$ cat config.mk
export PLATFORM = sky130hd
export DESIGN_NAME = acid_bus_capture
export DESIGN_NICKNAME = d
export VERILOG_FILES = /design/src/rtl/acid_pkg.sv /design/src/rtl/acid_sync_fifo.sv /design/src/rtl/acid_bus_capture.sv
export SDC_FILE = /design/constraint.sdc
export NUM_CORES = 1
export LEC_CHECK = 0
export BUFFER_PORTS_ARGS = -buffer_cell sky130_fd_sc_hd__buf_2
export CAP_MARGIN = 5
export CORE_MARGIN = 2
export CORE_UTILIZATION = 25
export CTS_CLUSTER_DIAMETER = 150
export DETAILED_ROUTE_END_ITERATION = 8
export PLACE_DENSITY = 0.5
export SLEW_MARGIN = 20
export SYNTH_ARGS = -nofsm -noshare
export SYNTH_HDL_FRONTEND = slang
export SYNTH_SLANG_ARGS = --single-unit
export TNS_END_PERCENT = 50
$ cat constraint.sdc
create_clock -name PinCLK -period 2.7 [get_ports PinCLK]
set_clock_uncertainty 0.15 [all_clocks]
set_input_delay 0.54 -clock PinCLK [delete_from_list [all_inputs] [get_ports PinCLK]]
set_output_delay 0.54 -clock PinCLK [all_outputs]
set_load 0.01 [all_outputs]
$ cat src/rtl/acid_pkg.sv
// acid_pkg: shared constants and FSM encoding
// for the ACID bus capture front end.
package acid_pkg;

  localparam int ACID_FIFO_DEPTH = 4;

  localparam logic [7:0] CRTC_SEL_MASK  = 8'h43;
  localparam logic [7:0] CRTC_SEL_MATCH = 8'h00;

  typedef enum logic [1:0] {
    ST_IDLE = 2'd0,
    ST_QUAL = 2'd1,
    ST_HOLD = 2'd2
  } acid_state_e;

  // A14, A9 and A8 low selects the CRTC register-select port.
  function automatic logic crtc_hit(input logic [7:0] a);
    return (a & CRTC_SEL_MASK) == CRTC_SEL_MATCH;
  endfunction

endpackage

$ cat src/rtl/acid_sync_fifo.sv
// acid_sync_fifo: circular buffer FIFO with count.
// A push into a full FIFO is taken only alongside a pop.
module acid_sync_fifo #(
  parameter int DEPTH = 4,
  parameter int WIDTH = 8,
  localparam int AW = $clog2(DEPTH),
  localparam int CW = AW + 1
) (
  input  logic             clk_i,
  input  logic             rst_ni,
  input  logic             push_i,
  input  logic             pop_i,
  input  logic [WIDTH-1:0] data_i,
  output logic [WIDTH-1:0] data_o,
  output logic             full_o,
  output logic             empty_o,
  output logic [CW-1:0]    count_o
);

  logic [WIDTH-1:0] mem_q [DEPTH];
  logic [AW-1:0] rd_q, rd_d;
  logic [AW-1:0] wr_q, wr_d;
  logic [CW-1:0] cnt_q, cnt_d;
  logic do_pop, do_push;

  assign empty_o = (cnt_q == '0);
  assign full_o  = (cnt_q == CW'(DEPTH));
  assign do_pop  = pop_i && !empty_o;
  assign do_push = push_i && (!full_o || do_pop);
  assign data_o  = empty_o ? '0 : mem_q[rd_q];
  assign count_o = cnt_q;

  always_comb begin
    rd_d  = rd_q;
    wr_d  = wr_q;
    cnt_d = cnt_q;
    if (do_pop) rd_d = rd_q + 1'b1;
    if (do_push) wr_d = wr_q + 1'b1;
    case ({do_push, do_pop})
      2'b10:   cnt_d = cnt_q + 1'b1;
      2'b01:   cnt_d = cnt_q - 1'b1;
      default: cnt_d = cnt_q;
    endcase
  end

  always_ff @(posedge clk_i) begin
    if (!rst_ni) begin
      rd_q  <= '0;
      wr_q  <= '0;
      cnt_q <= '0;
    end else begin
      rd_q  <= rd_d;
      wr_q  <= wr_d;
      cnt_q <= cnt_d;
    end
  end

  always_ff @(posedge clk_i) begin
    if (do_push) mem_q[wr_q] <= data_i;
  end

endmodule

$ cat src/rtl/acid_bus_capture.sv
// acid_bus_capture: synchronizes the Z80 bus, captures
// OUT writes to &BCxx and queues them for the key stream.
module acid_bus_capture
  import acid_pkg::*;
#(
  parameter int FIFO_DEPTH  = ACID_FIFO_DEPTH,
  parameter int SYNC_STAGES = 2,
  localparam int LW = $clog2(FIFO_DEPTH) + 1
) (
  input  logic          PinCLK,
  input  logic          PinCCLR,
  input  logic [7:0]    PinA,
  input  logic [7:0]    PinD,
  input  logic          PinIORQ_n,
  input  logic          PinWR_n,
  input  logic          PinM1_n,
  output logic [7:0]    WrData,
  output logic          WrValid,
  input  logic          WrReady,
  output logic          Overflow,
  output logic [LW-1:0] Level
);

  logic [SYNC_STAGES-1:0][7:0] a_q, d_q;
  logic [SYNC_STAGES-1:0] iorq_q, wr_q, m1_q;

  always_ff @(posedge PinCLK) begin
    if (!PinCCLR) begin
      a_q    <= '0;
      d_q    <= '0;
      iorq_q <= '1;
      wr_q   <= '1;
      m1_q   <= '1;
    end else begin
      a_q    <= {a_q[SYNC_STAGES-2:0], PinA};
      d_q    <= {d_q[SYNC_STAGES-2:0], PinD};
      iorq_q <= {iorq_q[SYNC_STAGES-2:0], PinIORQ_n};
      wr_q   <= {wr_q[SYNC_STAGES-2:0], PinWR_n};
      m1_q   <= {m1_q[SYNC_STAGES-2:0], PinM1_n};
    end
  end

  logic [7:0] a_s, d_s;
  logic strobe_s, active;

  assign a_s      = a_q[SYNC_STAGES-1];
  assign d_s      = d_q[SYNC_STAGES-1];
  assign strobe_s = !iorq_q[SYNC_STAGES-1]
                 && !wr_q[SYNC_STAGES-1];
  assign active   = strobe_s && m1_q[SYNC_STAGES-1];

  acid_state_e state_q;

  // Two consecutive active samples qualify a bus cycle.
  always_ff @(posedge PinCLK) begin
    if (!PinCCLR) begin
      state_q <= ST_IDLE;
    end else begin
      unique case (state_q)
        ST_IDLE: if (active) state_q <= ST_QUAL;
        ST_QUAL: state_q <= active ? ST_HOLD : ST_IDLE;
        ST_HOLD: if (!strobe_s) state_q <= ST_IDLE;
        default: state_q <= ST_IDLE;
      endcase
    end
  end

  logic push, pop, full, empty;

  assign push    = (state_q == ST_QUAL) && active
                && crtc_hit(a_s);
  assign WrValid = !empty;
  assign pop     = WrValid && WrReady;

  acid_sync_fifo #(
    .DEPTH (FIFO_DEPTH),
    .WIDTH (8)
  ) u_fifo (
    .clk_i   (PinCLK),
    .rst_ni  (PinCCLR),
    .push_i  (push),
    .pop_i   (pop),
    .data_i  (d_s),
    .data_o  (WrData),
    .full_o  (full),
    .empty_o (empty),
    .count_o (Level)
  );

  logic ovf_q;

  always_ff @(posedge PinCLK) begin
    if (!PinCCLR) ovf_q <= 1'b0;
    else if (push && full && !pop) ovf_q <= 1'b1;
  end

  assign Overflow = ovf_q;

endmodule

After elaboration in Yosys (flattened, before gate mapping)
Memory sizes are Yosys's and may differ from the RTL's. A register that Yosys moved wholly into a read port is not among the register bits.
Index checks and enable logic that the tools add are counted.
- register bits: 46
- latch bits: 0
- RAM bits: 32
- ROM bits: 0
- bits of input ports: 22
- output and inout bits: 13
- memories kept: 1
- memories (memory ; words ; bits a word ; rd ports ; clocked after Yosys merged registers in ; wr ports ; RTL line ; RTL):
    u_fifo.mem_q ; 4 ; 8 ; 1 ; 1 ; 1 ; acid_sync_fifo.sv:20 ; logic [WIDTH-1:0] mem_q [DEPTH];
- add/sub/neg operators: 4
- multiply operators: 0
- div/mod/pow operators: 0
- magnitude comparators: 0
- equality and inequality tests: 7
- shift operators: 0
- multiplexer cells: 10
- bitwise logic cells: 0
- reductions and logical operators: 20
- operators by type and width (cell ; count):
    2-bit 2-to-1 mux ; 5
    1-bit logical AND ; 9
    8-bit zero test ; 1
    8-bit 2-to-1 mux ; 1
    2-bit case mux with 3 select lines ; 1
    3-bit case mux with 2 select lines ; 1
    1-bit zero test ; 5
    2-bit by 1-bit adder with 2-bit output, second input constant ; 2
    2-bit by 1-bit == test with 1-bit output, second input constant ; 2
    2-bit == test, second input constant ; 2
    2-bit inequality test, second input constant ; 2
    3-bit by 1-bit adder with 3-bit output, second input constant ; 1
    3-bit == test, second input constant ; 1
    3-bit zero test ; 1
    3-bit by 1-bit subtractor with 3-bit output, second input constant ; 1
    2-bit zero test ; 1
    1-bit 2-to-1 mux ; 2
    2-bit AND reduction ; 1
    2-bit nonzero test ; 1
    1-bit logical OR ; 1

Depth between registers and ports, before layout
- depth in word-level cells: 8
- depth in mapped cells: 8
- mapped depth without buffers: 8

Cells and area by module
A second synthesis with hierarchy kept.
- cells, all modules: 180
- area, all modules: 2613.8 um2
- modules (own cells, without submodules) (module ; times used ; cells each ; area an instance (um2) ; sequential area each (um2)):
    acid_sync_fifo ; 1 ; 105 ; 1707.9 ; 1141.1
    acid_bus_capture ; 1 ; 75 ; 905.9 ; 620.6

Worst setup path before layout
OpenSTA, ideal clock, no wires.
- kind: register to register
- start: reg state_q[1]
- end: reg u_fifo.cnt_q[2], in the netlist u_fifo.count_o[2]
- data arrival time: 1.900 ns
- data required time: 2.475 ns
- setup slack: 0.575 ns
- cell stages (with the launch flop): 7
- path buffers: 0
- path through: dfxtp_1 -> or4b_4 -> o21ai_0 -> fa_1 -> nor4_2 -> or3_1 -> a31oi_1
- cells in the longest elaborated chain, start to end: 6
- elaborated cells between the ends (all ways): 8
- those cells by class: eq/ne: 3; mux: 1; reduce/logical: 4
- ends and longest elaborated chain (element ; RTL line ; RTL):
    from (decl) ; acid_bus_capture.sv:52 ; acid_state_e state_q;
    from (signal assigned) ; acid_bus_capture.sv:61 ; ST_QUAL: state_q <= active ? ST_HOLD : ST_IDLE;
    2-bit by 1-bit == test with 1-bit output * ; acid_bus_capture.sv:70 ; assign push = (state_q == ST_QUAL) && active
    1-bit logical AND * ; acid_bus_capture.sv:70 ;
    1-bit logical AND * ; acid_bus_capture.sv:71 ; && crtc_hit(a_s);
    1-bit logical AND * ; acid_sync_fifo.sv:29 ; assign do_push = push_i && (!full_o || do_pop);
    2-bit by 1-bit == test with 1-bit output or 2-bit == test (tied branches) ; acid_sync_fifo.sv:39 ; case ({do_push, do_pop})
    3-bit case mux with 2 select lines or 2-bit nonzero test (tied branches) ; -- ;
    to (signal assigned) ; acid_sync_fifo.sv:54 ; cnt_q <= cnt_d;
    to (decl) ; acid_sync_fifo.sv:23 ; logic [CW-1:0] cnt_q, cnt_d;
Every way passes the cells marked *; elsewhere a longest branch is shown, timed or not.
A chain may end at the register's enable or synchronous reset.

==> impl_results.md <==
* Die Wd at between 100 and 150 um
* Grt total ovfl at 0
* Pleak at between 0.001 and 0.0015 uW
* Distinct cells, synth at 32
* Synth Register Bits at 72
* RSZ-0062 raised after global routing: false
* Starting Density at between 20 and 30%
* Launch point of the worst reg-to-reg path: state_q[1]
* Final setup violation count at 0
* Die H at ~110 um
* Largest cells by area after synthesis: edfxtp_1 (37%), dfxtp_1 (31%), and2_1 (8.3%), mux4_2 (6.9%), ha_1 (1.9%)
* Row count at 37
* Largest net degree at the start of global routing at 33
* Non-filler instance count after layout at 360
* CP top delay family: multiplexers
* # placed instances at 344
* CP Max Fanout at 5
* Post-Synthesis Cell Area at around 2600 um^2
* Hold buffers post-CTS at 0
* R2R setup slack at 0.46 ns
* Max cap viols at 0
* Power Total at 2209 uW
* Switching pwr at around 480 uW
* Initial antenna violation count at 0
* Sw Ratio at 21.73%
* CP Data Arrival Time at about 1.8 ns
* All-Layer GR Usage at approximately 8.5%
* Clk buf depth at 2
* RD Place Congestion at 0.7455
* Vias in the first global route at roughly 1500
* CTS Buf Count at 9
* WP data required at between 2 and 2.5 ns
* Register area share after synthesis at roughly two thirds
* Max Slew Vio Count at 0
* Final period util at between 90% and 100%
* Sequential Power Share at a little over half
* Worst slew pin tran at around 0.43 ns
* Post-CTS Setup Inserts at 0
* Core area at just over 10000 um^2
* Worst Setup EP: WrData[5]
* Clk sinks at 72
* Worst r2r dst: u_fifo.count_o[2]
* Router iterations before antenna repair at 4
* Status: finished, final reports clean
* Area delta synth->final at 20.92%
* Routed via count at between 1000 and 1500
* Hold path start: PinM1_n
* Max Freq at about 400 MHz
* First-pass GRT wire length at slightly above 7000 um
* Worst path depth at 4
* Die footprint at 11340 um^2
* Final worst slack at roughly 0.19 ns
* DRC viols at 0
* Post-Route Setup TNS at 0 ns
* WL per Instance at 11.93 um
* H-tree Lvls at 3
* WL final at approximately 4300 um
* Syn Nets at ~210
* Critical path launch point type: flop
* Final net count at 246
* Syn Area/Cell at about 15 um^2
* R2R depth at 6
* CTS Root Cell: clkbuf_8
* Iter 0 DRT Violations at 37
* CTS tree: done
* VDD IR-drop max at roughly 0.36 mV
* Endpoints failing hold at 0
* Critical path's slowest cell: mux4_2
* Clock power share at roughly 44%
* Crit Path Category: flop to output pin
* Post-synth top area cell: edfxtp_1
* Syn Inst Count at 181
* Pre-CTS WS at ~0.37 ns
* Bufs and invs on worst path at 2
* Share of layout cells above drive strength 1 at between 20% and 30%
* N_diodes at 0
* CP Capture Type: output pin
* Hold WC Path Type: input pin to flop
* Comb power frac at ~3.6%
* Worst path cell trace: buf_4, mux4_2, and2_1, buf_2
* Synth top area share at 36.61%
* Slew headroom at 71.49%
* Boundary Pins at 35
* Internal at around 1700 uW
* Routed vias/inst at 3.889
* Clock Latency Late Sink at ~0.34 ns
* Port bufs at 29
* Post-DRT Antenna Nets at 0
* Clock-pin slew on the worst setup and hold paths at ~0.08 ns
* Post-cts sizing count at 0
* Final Critical Period at between 2 and 3 ns
* Hpwl dp at around 3000 um
* Pwr dens at 696.0 nW/um^2
* Max stage delay on crit path at approximately 0.50 ns
* Ys Warns at 0
==> Yosys cell counts (all sizes together) <==
cell / instances
nor4b: 3
a31oi: 1
nand2b: 7
nor3: 2
buf: 1
nand3: 1
inv: 5
fa: 1
nor2: 8
a21oi: 3
nor4: 1
a2111oi: 1
clkinv: 1
nand2: 4
nand3b: 2
xnor2: 2
edfxtp: 32
dfxtp: 40
mux2i: 5
or2b: 1
and2: 35
clkbuf: 5
or3: 2
o21ai: 2
mux4: 8
or4b: 2
o211ai: 1
ha: 4
xor2: 1
==> how the worst min path moves through the flow <==
stage	to	slack (ns)	depth (start not counted)
after detailed placement	wr_q[1]	0.24	1
after global routing	wr_q[0]	0.21	2
after CTS	wr_q[0]	0.20	2
after global placement	wr_q[1]	0.24	1
final	m1_q[0]	0.22	2
after floorplan	iorq_q[1]	0.24	1
==> area by class of cell <==
type / instances / area [um^2]
inverter: 6 / 22.52
clock inverter: 7 / 103.9
multi-input combinational: 97 / 817.0
sequential: 72 / 1762
clock buffer: 9 / 123.9
tap: 136 / 170.2
fill: 1058 / 7103
timing repair buffer: 33 / 175.2
==> flip-flops by register name, indices dropped and copies added (netlist names), named ones only <==
name and cells:
Overflow 1, a_q 3, a_s 3, d_q 8, d_s 8, iorq_q 2
m1_q 2, state_q 2, u_fifo.count_o 3, u_fifo.mem_q 32, u_fifo.rd_q 2, u_fifo.wr_q 2
wr_q 2
==> routing by layer <==
metal | GRT usage, % | wire (um)
met1 | 10.23 | 2073
met2 | 13.05 | 1995
met3 | 3.801 | 200
met4 | 3.618 | 23
met5 | 0 | 0
==> per-stage QoR <==
step	instance area, um^2	utilization [%]	hold WS [ns]
2_1_floorplan	2625	-	0.2363
3_3_place_gp	2947	28.67	0.2395
3_5_place_dp	2947	28.67	0.2409
4_1_cts	3174	30.89	0.2041
5_1_grt	3174	30.89	0.2093
6_report	3174	30.89	0.2222
==> power by group through the flow <==
| stage | registers [uW] | logic [uW] | clock network (uW) |
|---|---|---|---|
| after global routing | 1170 | 91.7 | 1040 |
| after global placement | 1190 | 81.9 | 0 |
| after floorplan | 1190 | 50.3 | 0 |
| after detailed placement | 1190 | 83.3 | 0 |
| final | 1170 | 80.4 | 960 |
| after CTS | 1170 | 83.4 | 990 |
==> worst register-to-register path: cells and delay by family (launching register included) <==
kind | cells | cell delay (ns)
and+or+nand+nor | 3 | 1.02
adders and majority gates | 1 | 0.29
DFF | 1 | 0.33
AOI/OAI and AO/OA | 2 | 0.38
==> cells by family after synthesis <==
family | after synthesis | synth area share (%)
mux | 13 | 8.770
fa+ha+maj | 5 | 2.669
xor+xnor | 3 | 1.001
buf+inv | 12 | 1.763
compound gates | 8 | 1.811
flops | 72 | 67.11
simple gates | 68 | 16.87
==> placed cells by master (no fill, tap or decap), types with 2 or more instances in the layout <==
| cell | Yosys | routed |
|---|---|---|
| dfxtp_1 | 40 | 40 |
| and2_1 | 35 | 35 |
| edfxtp_1 | 32 | 32 |
| buf_2 | 1 | 29 |
| clkbuf_8 | 0 | 9 |
| mux4_2 | 8 | 8 |
| nand2b_1 | 7 | 7 |
| nor2_1 | 7 | 7 |
| inv_1 | 5 | 5 |
| mux2i_1 | 5 | 5 |
| nand2_1 | 4 | 4 |
| ha_1 | 4 | 4 |
| buf_4 | 0 | 4 |
| nor4b_1 | 3 | 3 |
| a21oi_1 | 3 | 3 |
| or3_1 | 2 | 2 |
| or4b_4 | 2 | 2 |
| xnor2_1 | 2 | 2 |
| nand3b_1 | 2 | 2 |
| clkinvlp_4 | 0 | 2 |
| bufinv_16 | 0 | 2 |
Note: power is estimated with default switching activity, not from simulation.
